`src/rtl/alu_exec_unit.sv`:
```
// Execute-stage ALU: single-cycle logic/arithmetic ops with registered
// results, plus an iterative unsigned shift-add multiplier (MULTU).
// The multiplier uses a busy/done handshake so the control path can stall
// while a multiply is in flight.
module alu_exec_unit #(
    parameter int WIDTH = 32
) (
    input  logic             clk,
    input  logic             reset,
    input  logic             start,
    input  logic [3:0]       alu_ctrl,
    input  logic [WIDTH-1:0] a,
    input  logic [WIDTH-1:0] b,
    output logic [WIDTH-1:0] result,
    output logic [WIDTH-1:0] hi,
    output logic             zero,
    output logic             overflow,
    output logic             invalid_op,
    output logic             busy,
    output logic             done
);

    localparam int CW = $clog2(WIDTH + 1);

    localparam logic [3:0] OP_AND   = 4'b0000;
    localparam logic [3:0] OP_OR    = 4'b0001;
    localparam logic [3:0] OP_ADD   = 4'b0010;
    localparam logic [3:0] OP_SUB   = 4'b0110;
    localparam logic [3:0] OP_SLT   = 4'b0111;
    localparam logic [3:0] OP_NOR   = 4'b1100;
    localparam logic [3:0] OP_MULTU = 4'b1000;

    typedef enum logic [0:0] {
        ST_IDLE = 1'b0,
        ST_MUL  = 1'b1
    } state_t;

    // Signed overflow of a sum: equal operand signs, result sign differs.
    function automatic logic add_ovf(input logic a_msb, input logic b_msb,
                                     input logic r_msb);
        add_ovf = (a_msb == b_msb) && (r_msb != a_msb);
    endfunction

    // Signed overflow of a difference: differing operand signs, result
    // sign differs from the minuend.
    function automatic logic sub_ovf(input logic a_msb, input logic b_msb,
                                     input logic r_msb);
        sub_ovf = (a_msb != b_msb) && (r_msb != a_msb);
    endfunction

    state_t               state_q, state_d;
    logic [WIDTH-1:0]     result_q, result_d;
    logic [WIDTH-1:0]     hi_q, hi_d;
    logic                 zero_q, zero_d;
    logic                 ovf_q, ovf_d;
    logic                 inv_q, inv_d;
    logic                 busy_q, busy_d;
    logic                 done_q, done_d;
    logic [2*WIDTH-1:0]   acc_q, acc_d;
    logic [2*WIDTH-1:0]   mcand_q, mcand_d;
    logic [WIDTH-1:0]     mplier_q, mplier_d;
    logic [CW-1:0]        cnt_q, cnt_d;

    logic [WIDTH-1:0]     sum_s;
    logic [WIDTH-1:0]     diff_s;
    logic                 slt_s;
    logic [WIDTH-1:0]     alu_res_s;
    logic                 alu_ovf_s;
    logic                 alu_inv_s;

    assign sum_s  = a + b;
    assign diff_s = a - b;
    assign slt_s  = ($signed(a) < $signed(b));

    // Single-cycle operation decode; anything unrecognised (including X)
    // yields a zero result flagged as invalid.
    always_comb begin
        alu_res_s = {WIDTH{1'b0}};
        alu_ovf_s = 1'b0;
        alu_inv_s = 1'b0;
        case (alu_ctrl)
            OP_AND: alu_res_s = a & b;
            OP_OR:  alu_res_s = a | b;
            OP_ADD: begin
                alu_res_s = sum_s;
                alu_ovf_s = add_ovf(a[WIDTH-1], b[WIDTH-1], sum_s[WIDTH-1]);
            end
            OP_SUB: begin
                alu_res_s = diff_s;
                alu_ovf_s = sub_ovf(a[WIDTH-1], b[WIDTH-1], diff_s[WIDTH-1]);
            end
            OP_SLT: alu_res_s = {{(WIDTH-1){1'b0}}, slt_s};
            OP_NOR: alu_res_s = ~(a | b);
            default: begin
                alu_res_s = {WIDTH{1'b0}};
                alu_inv_s = 1'b1;
            end
        endcase
    end

    // Next-state logic: launch ops from IDLE, iterate the shift-add
    // multiplier in MUL and publish its product once the counter expires.
    always_comb begin
        state_d  = state_q;
        result_d = result_q;
        hi_d     = hi_q;
        zero_d   = zero_q;
        ovf_d    = ovf_q;
        inv_d    = inv_q;
        busy_d   = busy_q;
        done_d   = 1'b0;
        acc_d    = acc_q;
        mcand_d  = mcand_q;
        mplier_d = mplier_q;
        cnt_d    = cnt_q;
        case (state_q)
            ST_IDLE: begin
                if (start) begin
                    if (alu_ctrl == OP_MULTU) begin
                        mcand_d  = {{WIDTH{1'b0}}, a};
                        mplier_d = b;
                        acc_d    = {(2*WIDTH){1'b0}};
                        cnt_d    = CW'(WIDTH);
                        busy_d   = 1'b1;
                        state_d  = ST_MUL;
                    end else begin
                        result_d = alu_res_s;
                        zero_d   = (alu_res_s == {WIDTH{1'b0}});
                        ovf_d    = alu_ovf_s;
                        inv_d    = alu_inv_s;
                        done_d   = 1'b1;
                    end
                end else begin
                    state_d = ST_IDLE;
                end
            end
            ST_MUL: begin
                // start is deliberately ignored here: no capture, no queue.
                if (cnt_q != {CW{1'b0}}) begin
                    if (mplier_q[0]) begin
                        acc_d = acc_q + mcand_q;
                    end else begin
                        acc_d = acc_q;
                    end
                    mcand_d  = {mcand_q[2*WIDTH-2:0], 1'b0};
                    mplier_d = {1'b0, mplier_q[WIDTH-1:1]};
                    cnt_d    = cnt_q - CW'(1);
                end else begin
                    result_d = acc_q[WIDTH-1:0];
                    hi_d     = acc_q[2*WIDTH-1:WIDTH];
                    zero_d   = (acc_q[WIDTH-1:0] == {WIDTH{1'b0}});
                    ovf_d    = 1'b0;
                    inv_d    = 1'b0;
                    done_d   = 1'b1;
                    busy_d   = 1'b0;
                    state_d  = ST_IDLE;
                end
            end
            default: begin
                state_d = ST_IDLE;
                busy_d  = 1'b0;
            end
        endcase
    end

    // State and output registers; reset discards any partial product.
    always_ff @(posedge clk) begin
        if (reset) begin
            state_q  <= ST_IDLE;
            result_q <= {WIDTH{1'b0}};
            hi_q     <= {WIDTH{1'b0}};
            zero_q   <= 1'b0;
            ovf_q    <= 1'b0;
            inv_q    <= 1'b0;
            busy_q   <= 1'b0;
            done_q   <= 1'b0;
            acc_q    <= {(2*WIDTH){1'b0}};
            mcand_q  <= {(2*WIDTH){1'b0}};
            mplier_q <= {WIDTH{1'b0}};
            cnt_q    <= {CW{1'b0}};
        end else begin
            state_q  <= state_d;
            result_q <= result_d;
            hi_q     <= hi_d;
            zero_q   <= zero_d;
            ovf_q    <= ovf_d;
            inv_q    <= inv_d;
            busy_q   <= busy_d;
            done_q   <= done_d;
            acc_q    <= acc_d;
            mcand_q  <= mcand_d;
            mplier_q <= mplier_d;
            cnt_q    <= cnt_d;
        end
    end

    assign result     = result_q;
    assign hi         = hi_q;
    assign zero       = zero_q;
    assign overflow   = ovf_q;
    assign invalid_op = inv_q;
    assign busy       = busy_q;
    assign done       = done_q;

endmodule

```
`config.mk`:
```
export PLATFORM = sky130hd
export DESIGN_NAME = alu_exec_unit
export DESIGN_NICKNAME = d
export VERILOG_FILES = /design/src/rtl/alu_exec_unit.sv
export SDC_FILE = /design/constraint.sdc
export NUM_CORES = 1
export LEC_CHECK = 0
export CORE_MARGIN = 5
export CORE_UTILIZATION = 45
export DETAILED_ROUTE_END_ITERATION = 6
export PLACE_DENSITY = 0.64
export SYNTH_ARGS = -nofsm -noshare
export SYNTH_HDL_FRONTEND = slang
export SYNTH_SLANG_ARGS = --single-unit
export TNS_END_PERCENT = 100
```
`constraint.sdc`:
```
create_clock -name clk -period 8.4 [get_ports clk]
set_clock_uncertainty 0.05 [all_clocks]
set_input_delay 2.52 -clock clk [delete_from_list [all_inputs] [get_ports clk]]
set_output_delay 2.52 -clock clk [all_outputs]
set_load 0.02 [all_outputs]
```
* Word-level counts from Yosys, hierarchy flattened
Cells that the tools add are included.
** Storage, ports and cells
- RAM bits :: 0
- Memories :: 0
- Input bits :: 71
- Latch bits :: 0
- Bits in registers :: 236
- Memory bits (read-only) :: 0
** Cells by class
- Divide/modulo/power cells :: 0
- Multipliers :: 0
- Add/sub/neg operators :: 4
- Equality and inequality tests :: 16
- Shifts and indexed selects :: 0
- Bitwise logic cells :: 5
- Reduce and logical (&&, ||, !) cells :: 12
- Mux-type cells :: 46
- $lt $le $gt $ge :: 1
** Operator list (count)
- 64-bit 2-to-1 mux :: 7
- 64-bit case mux with 2 select lines :: 2
- 32-bit 2-to-1 mux :: 6
- 32-bit case mux with 6 select lines :: 1
- 32-bit case mux with 2 select lines :: 2
- 64-bit adder :: 1
- 32-bit zero test :: 2
- 32-bit adder :: 1
- 32-bit bitwise AND :: 1
- 32-bit < comparator :: 1
- 32-bit NOT :: 1
- 32-bit OR :: 1
- 32-bit subtractor :: 1
- 6-bit 2-to-1 mux :: 3
- 1-bit 2-to-1 mux :: 17
- 1-bit case mux with 2 select lines :: 7
- 6-bit case mux with 2 select lines :: 1
- 3-bit AND reduction :: 3
- 4-bit by 3-bit equality test with 1-bit output, second input constant :: 2
- 4-bit equality test, second input constant :: 2
- 2-bit inequality test, second input constant :: 4
- 6-bit nonzero test :: 1
- 6-bit OR reduction :: 1
- 6-bit by 1-bit subtractor with 6-bit output, second input constant :: 1
- other kinds (10) :: 15

* Logic depth before layout (Yosys ltp)
- Word-level depth :: 7
- Gate-level depth with buffers :: 14

* Least setup slack after synthesis
OpenSTA, ideal clock, no wires.
- Path type :: input to register
- Start point :: in a[6]
- End point :: reg zero_q (netlist: zero)
- Slack :: 2324 ps
- Data arrival time :: 5957 ps
- Library setup time :: 69 ps
- Buffers on the path :: 1
- Cell stages on the path :: 14
- Cell sequence :: inv_1 ha_1 buf_6 and3_4 and3_1 a2111oi_4 a31oi_2 a221o_1 a21oi_2 or3b_1 nor4_2 or4b_1 or4_1 o21ai_1
** On the way
- Word-level cells in the longest chain between the ends :: 7
- Elaborated cells on any way between the ends :: 11
** RTL lines
- start: declaration :: RTL line 12 : input logic [WIDTH-1:0] a,
- parallel branches: the longest is 2 deep, another holds 32-bit subtractor
- 32-bit case mux with 6 select lines * :: RTL line 81 : case (alu_ctrl)
- 32-bit zero test * :: RTL line 128 : zero_d = (alu_res_s == {WIDTH{1'b0}});
- 1-bit 2-to-1 mux * :: RTL line 119 : if (alu_ctrl == OP_MULTU) begin
- 1-bit 2-to-1 mux * :: RTL line 118 : if (start) begin
- 1-bit case mux with 2 select lines * :: RTL line 116 : case (state_q)
- end signal: assignment :: RTL line 185 : zero_q <= zero_d;
- end: declaration :: RTL line 54 : logic zero_q, zero_d;
Mark *: on every way between the ends. The select of a mux whose other input is x is not followed.
A chain may end at the register's enable or synchronous reset.

* Worst setup path in the final report
Ends and elaborated chain as after synthesis.

==> results by group <==
Global routing
  • Largest net degree at the start of global routing: 96
  • Tot GR Track Use: 26.7%
  • First-pass GRT wire length: 96600 um
  • Initial antenna violation count: 2
  • GR Overflow Total: 0
  • Vias in the first global route: 16900

Worst setup path
  • Reg2reg setup slack: 3.87 ns
  • R2R Path End: acc_q[58]
  • Crit Path Class: primary input to flop
  • Reg2reg path depth: 13
  • Reg2Reg Launch Point: acc_q[0]
  • Critical path arrival: 7.36 ns
  • Critical-path maximum fanout: 10
  • Worst path required time: 8.88 ns
  • Startpoint Class: primary input
  • Worst Setup End Kind: flop

Placement
  • PortBufs: ~140
  • HPWL Detailed: 45900 um
  • RePlAce Congestion: 0.970
  • Placed instance area: 19800 um2

Routing
  • Vias/cell: 6.04
  • Drt pass-1 iters: 6
  • Detailed-route DRC error count: 0
  • ANT nets after route: 0
  • Wire per inst: between 20 and 25 um
  • DRT iter0 DRCs: 1423
  • Routed WL: 61700 um
  • Via Count: 17800

STA
  • Final Hold Fails: 0
  • FMAX: 0.145 GHz
  • RSZ-0062 raised after global routing: false
  • Slew @ Worst Pin: about 1.1 ns
  • Minimum clock period: 6.88 ns
  • Hold_ws: roughly 0.40 ns
  • Slew Limit Fails: 0
  • Setup TNS Final: 0 ns
  • Rel. slew slack: 29.1%
  • Setup Viol. Count Final: 0
  • Fin crit share: 81.9%

Logic synthesis
  • Synth Warn #: 0
  • Synth Cell Area: 18100 um2
  • Post-synth ARST share: 0%
  • Top post-synthesis cells by area: dfxtp_1 26%, ha_1 12%, nor2_1 6.1%
  • Dominant register cell in the synthesized netlist: dfxtp_1
  • Number of register bits inferred by synthesis: 236
  • Number of flops mapped to enable cells by yosys: 0
  • Syn Area/Cell: 7.67 um2
  • Synth Instances: 2358
  • Synth area leader: dfxtp_1
  • Post-synth cell types: 86
  • Synthesized Nets: 2605
  • Most common cell in the synthesized netlist: nor2_1
  • Synth top area share: about a quarter
  • Seq/Total Area, Yosys: 26.1%
  • Top cells by count, synth: 294 x nor2_1, 236 x dfxtp_1, 213 x nand2_1

Clock network
  • Hold buffer count at CTS: 0
  • Post CTS Setup Buffer Count: 0
  • Clk sink count: 236
  • CTS max path bufs: 3
  • Skew-Pair Late Insertion Delay: 0.59 ns
  • Root Driver: clkbuf_16
  • CTS clk-pin slew, worst paths: around 0.07 ns
  • Post_cts resized: 0
  • Total CTS buffers: 28
  • CTS H-tree depth: 1
  • CTS tree: built

Power
  • Pwr/cell area: 147 nW/um2
  • Max VDD drop: 0.142 mV
  • Pleak: 8.31 nW

Hold path
  • Hold path endpoint: hi[25]
  • WHS Path Cells: 2
  • Hold path start: hi[25]
  • HP Class: flop to flop

Run status
  • Status: finished, final reports clean

Cells and area
  • Area Growth Syn to Fin: 15.1%
  • FF/Latch Area: 4730 um2
  • Share of layout cells above drive strength 1: under 10%
  • Fin area: 20800 um2
  • Number of nets in the layout: 2649
  • Multi-input gate area: around 12000 um2
  • Fillers: 3874

Floorplan
  • Initial Util: 45.5%
  • Row cnt: 73
  • Die Height: 211 um
  • Core outline area: 39700 um2
  • I/O pins: 140
  • Die width: 211 um
  • Die ar.: about 44000 um2

Flow run
  • Max Cap Viol: 0
[how the worst max path moves through the flow]
stage	startpoint	end	slack [ns]	depth (start not counted)
after floorplan	a[6]	zero	2.32	14
after global placement	a[6]	zero	1.13	14
after detailed placement	a[6]	zero	0.99	14
after CTS	a[6]	zero	1.61	14
after global routing	a[6]	zero	1.21	14
final	a[6]	zero	1.52	14
[cell type report]
cell class | count | share of cell area, %
flip-flops and latches | 236 | 22.7
multi-input cells | 1852 | 59.5
repair buffers | 167 | 7.70
well taps | 525 | 3.16
clock buffers | 35 | 3.73
diodes | 1 | 0.0120
clock inverters | 17 | 1.04
inverters | 117 | 2.11
[where the power goes]
group          total, W  switching (W)  internal [W]  leakage [nW]
Clock           0.00131       0.000529      0.000780         0.495
Combinational  0.000592       0.000373      0.000220          5.91
Sequential      0.00116      0.0000163       0.00114          1.91
[through the flow]
stage	std cells	setup slack, ns	total power (W)	util (%)
2_1_floorplan	2358	2.32	0.00155	-
5_1_grt	2950	1.21	0.00318	52.4
6_report	2950	1.52	0.00306	52.4
3_3_place_gp	2897	1.13	0.00176	49.9
3_5_place_dp	2897	0.992	0.00176	49.9
4_1_cts	2949	1.61	0.00308	52.4
[kinds of logic (layout without fill, tap and decap cells)]
| family | count (synthesis) | in the layout | share of synthesized area (%) |
|---|---|---|---|
| adder cells (fa/ha/maj) | 176 | 176 | 12.3 |
| other | 0 | 1 | 0 |
| buffers and inverters | 270 | 336 | 5.66 |
| multiplexers | 83 | 83 | 4.61 |
| AND/OR/NAND/NOR | 739 | 739 | 18.7 |
| AO/OA/AOI/OAI | 781 | 781 | 29.1 |
| XOR/XNOR | 73 | 73 | 3.53 |
| flip-flops | 236 | 236 | 26.1 |
[worst max-delay path, cell delays in order]
cell and delay [ns]:
clkdlybuf4s50_1 0.56, inv_1 0.07, ha_1 0.49, and2b_1 0.24, nor4_1 0.37, a211oi_1 0.27, a211oi_1 0.67, o221ai_1 0.26
a21oi_2 0.19, or3b_1 0.37, nor4_2 0.15, or4b_1 0.52, or4_1 0.54, o21ai_1 0.14
[cell usage in the layout, fill, tap and decap left out, drive strengths merged, types with 11 or more instances in the layout]
cell,n
and3,11
clkdlybuf4s50,138
o21ai,122
o22ai,11
inv,117
o221ai,11
clkinv,12
o211ai,18
or3,13
o21bai,20
mux2i,80
nor2b,20
xnor2,42
a21oi,201
a21o,64
xor2,31
nor4,27
buf,29
dfxtp,236
nand3,27
a31oi,20
nand4,19
or2,14
a221o,19
nand2b,27
nor2,294
ha,173
a221oi,17
nand2,213
clkbuf,35
nor3,29
a211oi,90
a22oi,81
[flip-flops by register name, summed over array words and instances, names as in the netlist, 6 cells and up]
signal,flops
mplier_q,32
acc_q,64
cnt_q,6
hi,32
mcand_q,64
result,32
[metal layers]
metal  vias up  part of all wire, %  routed length, um  global-route usage [%]
li1       8663                    -                  -                       -
met1      8425                   46              28100                    37.0
met2       601                   43              26500                    41.2
met3       139                  6.4               3970                    4.21
met4         0                  5.0               3110                    12.1
met5         -                    0                  0                       0
Note: power is estimated with default switching activity, not from simulation.
